File: src/rtl/outer_seq.sv
// outer_seq: outer-interpreter sequencer that walks the terminal input buffer token by token.
// Define OUTER_SEQ_IMM_EN to add fdr_imm_i, which lets immediate words execute while compiling.
module outer_seq #(
   parameter int             MSZ      = 8,
   parameter int             DSZ      = 32,
   parameter int             ASZ      = 17,
   parameter logic [ASZ-1:0] TIB      = ASZ'('h0),
   parameter logic [MSZ-1:0] LIT_OP   = MSZ'('h01),
   parameter logic [ASZ-1:0] HERE_MAX = ASZ'('h1FFFF)
) (
   input  logic           clk,
   input  logic           rst,
   input  logic           en_i,
   input  logic           compile_i,
   input  logic [ASZ-1:0] here0_i,
   output logic           fdr_en_o,
   output logic [ASZ-1:0] fdr_aw_o,
   input  logic           fdr_bsy_i,
   input  logic           fdr_hit_i,
`ifdef OUTER_SEQ_IMM_EN
   input  logic           fdr_imm_i,
`endif
   input  logic [MSZ-1:0] fdr_vw_i,
   input  logic [ASZ-1:0] fdr_tib_i,
   input  logic [ASZ-1:0] fdr_pfa_i,
   output logic           a2i_en_o,
   output logic [ASZ-1:0] a2i_tib_o,
   input  logic           a2i_bsy_i,
   input  logic           a2i_err_i,
   input  logic [DSZ-1:0] a2i_vo_i,
   input  logic [ASZ-1:0] a2i_end_i,
   output logic           exe_en_o,
   input  logic           exe_bsy_i,
   output logic [ASZ-1:0] exe_pfa_o,
   output logic [MSZ-1:0] exe_op_o,
   output logic           ss_push_o,
   output logic [DSZ-1:0] ss_vi_o,
   input  logic           ss_full_i,
   output logic           mem_we_o,
   output logic [ASZ-1:0] mem_ai_o,
   output logic [MSZ-1:0] mem_vi_o,
   output logic [ASZ-1:0] here_o,
   output logic [ASZ-1:0] tib_o,
   output logic           bsy_o,
   output logic           done_o,
   output logic           err_o,
   output logic [1:0]     err_code_o
);

   localparam int             NB       = DSZ / MSZ;
   localparam int             CW       = $clog2(NB + 1);
   localparam logic [ASZ:0]   HERE_LIM = {1'b0, HERE_MAX};
   localparam logic [ASZ:0]   NB_X     = (ASZ + 1)'(NB);
   localparam logic [CW-1:0]  CNT_LAST = CW'(NB);

   typedef enum logic [2:0] {IDL, FND, EXE, CMA, NUM, A2I, PSH, ERR} state_t;

   state_t         st_q;
   logic           first_q;
   logic [ASZ-1:0] tib_q;
   logic [ASZ-1:0] tokStart_q;
   logic [ASZ:0]   here_q;
   logic [ASZ-1:0] pfa_q;
   logic [MSZ-1:0] op_q;
   logic [DSZ-1:0] val_q;
   logic [CW-1:0]  cnt_q;
   logic           comp_q;
   logic           done_q;
   logic           err_q;
   logic [1:0]     errCode_q;

   logic immHit;
   logic fdrDone;
   logic a2iDone;
   logic exeDone;
   logic cmaFull;
   logic numFull;

`ifdef OUTER_SEQ_IMM_EN
   assign immHit = fdr_imm_i;
`else
   assign immHit = 1'b0;
`endif

   // Engine busy is ignored on the entry cycle so a stale low bsy cannot end a handshake early.
   assign fdrDone = !first_q && !fdr_bsy_i;
   assign a2iDone = !first_q && !a2i_bsy_i;
   assign exeDone = !first_q && !exe_bsy_i;

   // here_q carries an extra bit so a write at HERE_MAX can never wrap back to address zero.
   assign cmaFull = here_q > HERE_LIM;
   assign numFull = (here_q + NB_X) > HERE_LIM;

   always_ff @(posedge clk or posedge rst) begin
      if (rst) begin
         st_q       <= IDL;
         first_q    <= 1'b0;
         tib_q      <= TIB;
         tokStart_q <= '0;
         here_q     <= '0;
         pfa_q      <= '0;
         op_q       <= '0;
         val_q      <= '0;
         cnt_q      <= '0;
         comp_q     <= 1'b0;
         done_q     <= 1'b0;
         err_q      <= 1'b0;
         errCode_q  <= 2'd0;
      end else begin
         first_q <= 1'b0;
         done_q  <= 1'b0;
         if (!en_i) begin
            st_q      <= IDL;
            err_q     <= 1'b0;
            errCode_q <= 2'd0;
         end else begin
            case (st_q)
               IDL: begin
                  st_q    <= FND;
                  first_q <= 1'b1;
                  here_q  <= {1'b0, here0_i};
                  tib_q   <= TIB;
               end
               FND: begin
                  if (fdrDone) begin
                     tib_q      <= fdr_tib_i;
                     tokStart_q <= tib_q;
                     pfa_q      <= fdr_pfa_i;
                     op_q       <= fdr_vw_i;
                     comp_q     <= compile_i;
                     if (fdr_hit_i) begin
                        if (compile_i && !immHit) begin
                           if (cmaFull) begin
                              st_q      <= ERR;
                              err_q     <= 1'b1;
                              errCode_q <= 2'd3;
                              tib_q     <= TIB;
                           end else begin
                              st_q <= CMA;
                           end
                        end else begin
                           st_q    <= EXE;
                           first_q <= 1'b1;
                        end
                     end else if (fdr_vw_i != '0) begin
                        st_q    <= A2I;
                        first_q <= 1'b1;
                     end else begin
                        st_q   <= IDL;
                        tib_q  <= TIB;
                        done_q <= 1'b1;
                     end
                  end
               end
               EXE: begin
                  if (exeDone) begin
                     st_q    <= FND;
                     first_q <= 1'b1;
                  end
               end
               CMA: begin
                  here_q  <= here_q + 1'b1;
                  st_q    <= FND;
                  first_q <= 1'b1;
               end
               A2I: begin
                  if (a2iDone) begin
                     if (a2i_err_i) begin
                        st_q      <= ERR;
                        err_q     <= 1'b1;
                        errCode_q <= 2'd1;
                        tib_q     <= TIB;
                     end else if (comp_q && numFull) begin
                        st_q      <= ERR;
                        err_q     <= 1'b1;
                        errCode_q <= 2'd3;
                        tib_q     <= TIB;
                     end else if (!comp_q && ss_full_i) begin
                        st_q      <= ERR;
                        err_q     <= 1'b1;
                        errCode_q <= 2'd2;
                        tib_q     <= TIB;
                     end else begin
                        tib_q <= a2i_end_i;
                        val_q <= a2i_vo_i;
                        cnt_q <= '0;
                        st_q  <= comp_q ? NUM : PSH;
                     end
                  end
               end
               PSH: begin
                  st_q    <= FND;
                  first_q <= 1'b1;
               end
               NUM: begin
                  // Byte 0 is the literal opcode; the value then goes out least significant byte first.
                  here_q <= here_q + 1'b1;
                  cnt_q  <= cnt_q + 1'b1;
                  if (cnt_q != '0) begin
                     val_q <= val_q >> MSZ;
                  end
                  if (cnt_q == CNT_LAST) begin
                     st_q    <= FND;
                     first_q <= 1'b1;
                  end
               end
               ERR: begin
                  st_q <= ERR;
               end
               default: begin
                  st_q <= IDL;
               end
            endcase
         end
      end
   end

   assign bsy_o      = st_q != IDL;
   assign fdr_en_o   = st_q == FND;
   assign fdr_aw_o   = fdr_en_o ? tib_q : '0;
   assign a2i_en_o   = st_q == A2I;
   assign a2i_tib_o  = a2i_en_o ? tokStart_q : '0;
   assign exe_en_o   = st_q == EXE;
   assign exe_pfa_o  = exe_en_o ? pfa_q : '0;
   assign exe_op_o   = exe_en_o ? op_q : '0;
   assign ss_push_o  = st_q == PSH;
   assign ss_vi_o    = ss_push_o ? val_q : '0;
   assign mem_we_o   = (st_q == CMA) || (st_q == NUM);
   assign mem_ai_o   = mem_we_o ? here_q[ASZ-1:0] : '0;
   assign here_o     = here_q[ASZ-1:0];
   assign tib_o      = tib_q;
   assign done_o     = done_q;
   assign err_o      = err_q;
   assign err_code_o = errCode_q;

   always_comb begin
      mem_vi_o = '0;
      if (st_q == CMA) begin
         mem_vi_o = op_q;
      end else if (st_q == NUM) begin
         mem_vi_o = (cnt_q == '0) ? LIT_OP : val_q[MSZ-1:0];
      end
   end

endmodule

File: config.mk
export PLATFORM = sky130hd
export DESIGN_NAME = outer_seq
export DESIGN_NICKNAME = d
export VERILOG_FILES = /design/src/rtl/outer_seq.sv
export SDC_FILE = /design/constraint.sdc
export NUM_CORES = 1
export LEC_CHECK = 0
export ABC_AREA = 1
export BUFFER_PORTS_ARGS = -buffer_cell sky130_fd_sc_hd__buf_4
export CAP_MARGIN = 40
export CORE_MARGIN = 2
export CORE_UTILIZATION = 30
export CTS_CLUSTER_SIZE = 28
export DETAILED_ROUTE_END_ITERATION = 8
export GPL_TIMING_DRIVEN = 1
export SKIP_LAST_GASP = 1
export SLEW_MARGIN = 20
export SYNTH_ARGS = -nofsm -noshare
export SYNTH_HDL_FRONTEND = slang
export SYNTH_SLANG_ARGS = --single-unit
File: constraint.sdc
create_clock -name clk -period 4.65 [get_ports clk]
set_input_delay 0.93 -clock clk [delete_from_list [all_inputs] [get_ports clk]]
set_output_delay 0.93 -clock clk [all_outputs]
set_load 0.05 [all_outputs]
Word level (Yosys, flattened, before mapping). Index checks and enable logic that the tools add are counted.

Bits in registers: 121. Input port bits: 118. Output and inout port bits: 160. Word-level logic and storage cells: 147.

Add/sub/neg operators: 3. $lt $le $gt $ge: 2. Equal/unequal tests: 23. Mux-type cells: 78. Reduce and logical (&&, ||, !) cells: 28.

Operator list (number): two-way mux 17 bit (13); two-way mux 32 bit (6); case mux 32 bit (2 select lines) (1); case mux 17 bit (3 select lines) (1); two-way mux 3 bit (13); > comparator 18 x 17 -> 1 bit (second input constant) (2); case mux 18 bit (2 select lines) (1); two-way mux 8 bit (4); two-way mux 2 bit (13); two-way mux 1 bit (21); adder 18 x 1 -> 18 bit (second input constant) (1); adder 18 x 3 -> 18 bit (second input constant) (1); case mux 3 bit (6 select lines) (1); == test 3 bit (second input constant) (5); inequality test 3 x 2 -> 1 bit (second input constant) (5); AND reduction 7 bit (2); nonzero test 3 bit (3); inequality test 2 bit (second input constant) (4); AND reduction 4 bit (2); nonzero test 8 bit (1); == test 3 x 2 -> 1 bit (second input constant) (2); zero test 3 bit (2); inequality test 3 bit (second input constant) (2); case mux 3 bit (2 select lines) (1); other kinds (17) (27).

Longest topological paths before layout.
Depth in word-level cells: 8. Mapped depth: 12. Gate-level depth less buffers: 11.

Worst setup path after synthesis. OpenSTA, ideal clock, no wires.

Kind: flip-flop to output port. From: reg st_q[1]. To: out ss_vi_o[10]. Arrival time: 2.569 ns. Data required time: 3.720 ns. Slack: 1.151 ns. Stages on the path, launching flop included: 9. Path buffers: 2. Cells stage by stage: dfrtp_1 > buf_2 > inv_1 > nor2_1 > inv_1 > nor2_1 > inv_1 > buf_1 > nor2_1.

Cells in the longest elaborated chain, start to end: 2.

RTL lines: start: declaration (line 58) `state_t st_q;`; start signal: assignment (line 187) `st_q <= comp_q ? NUM : PSH;`; == test 3 bit (line 226) `assign ss_push_o = st_q == PSH;`; via ss_push_o (line 36) `output logic ss_push_o,`; two-way mux 32 bit (line 227) `assign ss_vi_o = ss_push_o ? val_q : '0;`; end: declaration (line 37) `output logic [DSZ-1:0] ss_vi_o,`.

The timed path passes the listed nets, and every way through them passes these cells.

Worst setup path in the final report.
From: reg st_q[2]. To: out mem_ai_o[6].

Cells in the longest elaborated chain, start to end: 3. Elaborated cells on any way between the ends: 4. Those cells by class: eq/ne: 2; mux: 1; reduce/logical: 1.

RTL lines: == test 3 x 2 -> 1 bit or == test 3 bit (tied branches) (line 228) `assign mem_we_o = (st_q == CMA) || (st_q == NUM);`; logical OR 1 bit * (line 228); two-way mux 17 bit * (line 229) `assign mem_ai_o = mem_we_o ? here_q[ASZ-1:0] : '0;`; end: declaration (line 40) `output logic [ASZ-1:0] mem_ai_o,`.

Every way passes the cells marked *; elsewhere a longest branch is shown, timed or not.

==> flow_summary.yaml <==
sta:
  hold_viol: 0
  rsz0062_at_grt: "no"
  fin_skew_ns: 0.0128
  tns_ns: 0
  worstMarginPinSlew_ns: 0.806
  finalSetupViolCount: 0
  slew_headroom_pct: 46.1
  fin_crit_ns: 3.47
  maxSlewViolCount: 0
  fin_hold_ws_ns: 0.466
  timing.final.crit_share_pct: 74.6
  fmax_mhz: 288
setup_path:
  critPathArrivalTime_ns: 2.54
  startpoint_type: "register"
  path_class: "register to output pin"
  cp_cell_sequence: "inv_2 > nand3_1 > nand2_1 > inv_1 > nor2_1 > buf_4"
  cp_max_fo: 21
  cp-end-kind: "output pin"
  critPathSlowestCell: "dfrtp_1"
  critical_path_required_ns: 3.72
  cp_slowest_stage_delay_ns: 0.46
synthesis:
  synth_nets: 1149
  seq_area_frac_synth_pct: 42.8
  yosysWarnings: 0
  syn_inst: 1028
  ys.flop_type: "dfrtp_1"
  synth_area_um2: 7080
  synthArstFlopShare_pct: 100
  synth-seq-cells: 121
  synth_edf_count: 0
  syn_avg_cell_area_um2: 6.88
  ys_types: 38
floorplanning:
  coreArea_um2: 23300
  dieHeight_um: 158
  rows: 56
  start_util_pct: 30.3
  ios: 278
  fp.dieW_um: 158
  die-area_um2: 24800
layout:
  final_util_pct: 42.9
  nNetsFinal: 1387
  final_common_cell: "buf_4"
  mostFrequentLayoutCells: "282 x buf_4, 241 x nand2_1, 180 x nor2_1"
  fillCellCount: 2452
  n_antenna_cell: 0
  multi_input_area_um2: 3050
  area_growth_pct: 41.5
  layout-drive-gt1-share_pct: 26.6
  ff_latch_area_um2: 3030
pwr:
  finalPower_uw: 6540
  power_density_nw_per_um2: 653
  p_leak_uw: 0.00543
  vdd.ir_drop.worst_uv: 341
global_route:
  grt_pass1_vias: 7009
  grt_max_degree: 66
  grt_overflow: 0
  track_usage_pct: 18.6
  grt_antenna_before_repair: 0
  grt_pass1_wl_um: 36300
cts:
  cts_inserted_buffers: 17
  cts_resized: 0
  cts_max_level: 4
  ctsHoldBuffers: 0
  postCtsSetupBuffers: 0
  cts_tree: "built"
  path_clk_slew_ns: 0.05
  cts_buffer_depth: 2
  cts-root-buf: "clkbuf_16"
  clock_latency_ns: 0.42
  cts_sinks: 121
route:
  first_iter_violations: 475
  drc_errors: 0
  wl_per_cell_um: 14.5
  viasPerCell: 4.56
  ant_nets: 0
  dr_total_vias: 7294
  drt_wl_total_um: 23200
  firstDrtPassIters: 5
placement:
  gp_congestion: 0.841
  hpwl_um: 17200
  io_buffers: 277
job:
  drv_cap: 0
outcome:
  outcome: "complete, no violations"
hold_path:
  min_path_type: "register to register"
[worst max-delay path: cells and delay by family (launching register included)]
| kind | cells | cell delay (ns) |
|---|---|---|
| buffers and inverters | 3 | 0.75 |
| DFF | 1 | 0.46 |
| and+or+nand+nor | 3 | 0.93 |
[final cells by class]
cell class / instances / area share, %
Clock buffer: 19 / 4.52
Clock inverter: 13 / 2.14
Inverter: 164 / 6.17
Multi-Input combinational cell: 673 / 30.4
Sequential cell: 121 / 30.2
Tap cell: 319 / 3.98
Timing Repair Buffer: 289 / 22.5
[worst paths after layout]
path	slack [ns]	to	from	cells after the start
setup reg to reg	1.78	val_q[29]	st_q[2]	10
hold reg to reg	0.47	val_q[16]	val_q[16]	2
min in group asynchronous	0.53	pfa_q[15]	rst	2
setup / recovery	1.18	mem_ai_o[6]	st_q[2]	6
max in group asynchronous	3.49	tokStart_q[15]	rst	3
hold / removal	0.47	val_q[16]	val_q[16]	2
[layer usage]
layer	part of all wire, %	global-route usage, %	vias to the layer above
li1	-	-	3669
met1	46	24.9	3383
met2	47	30.2	216
met3	5.6	4.24	26
met4	1.6	5.28	0
met5	0	0	-
[Yosys cell counts, types with 10 or more instances]
| master | n | area (µm²) |
|---|---|---|
| nand3_1 | 62 | 310 |
| a22oi_1 | 13 | 97.6 |
| inv_1 | 156 | 586 |
| buf_2 | 14 | 70.1 |
| a21oi_1 | 29 | 145 |
| dfrtp_1 | 121 | 3030 |
| nand4_1 | 22 | 138 |
| buf_4 | 18 | 135 |
| o21ai_1 | 17 | 85.1 |
| buf_1 | 10 | 37.5 |
| nand2_1 | 242 | 908 |
| clkbuf_1 | 22 | 82.6 |
| nor2_1 | 180 | 676 |
| o21ai_0 | 63 | 315 |
| nor3_1 | 10 | 50.1 |
[power by group]
part	internal (µW)	switching [µW]
clock	986	517
combinational	923	2270
sequential	1510	335
[logic make-up (layout without fill, tap and decap cells)]
group | count (synthesis) | in the layout | synth area share, %
buffers and inverters | 234 | 485 | 14.3
adder cells (fa/ha/maj) | 3 | 3 | 0.530
XOR/XNOR | 6 | 6 | 0.743
AO/OA/AOI/OAI | 138 | 138 | 11.0
flip-flops | 121 | 121 | 42.8
AND/OR/NAND/NOR | 526 | 526 | 30.7
[sequential cells by signal, indices dropped and copies added, names as in the netlist]
signal / count
tib_o: 17
here_q: 18
st_q: 3
err_o: 1
done_o: 1
pfa_q: 17
op_q: 8
val_q: 32
cnt_q: 3
tokStart_q: 17
first_q: 1
err_code_o: 2
comp_q: 1
[metrics by stage]
stage,setup slack [ns],cell area (µm²),cells
6_report,1.18,10000,1598
5_1_grt,0.934,10000,1598
4_1_cts,1.14,9970,1596
3_5_place_dp,1.47,9300,1564
3_3_place_gp,1.53,9230,1560
2_1_floorplan,0.506,7080,1028
Note: power is estimated with default switching activity, not from simulation.
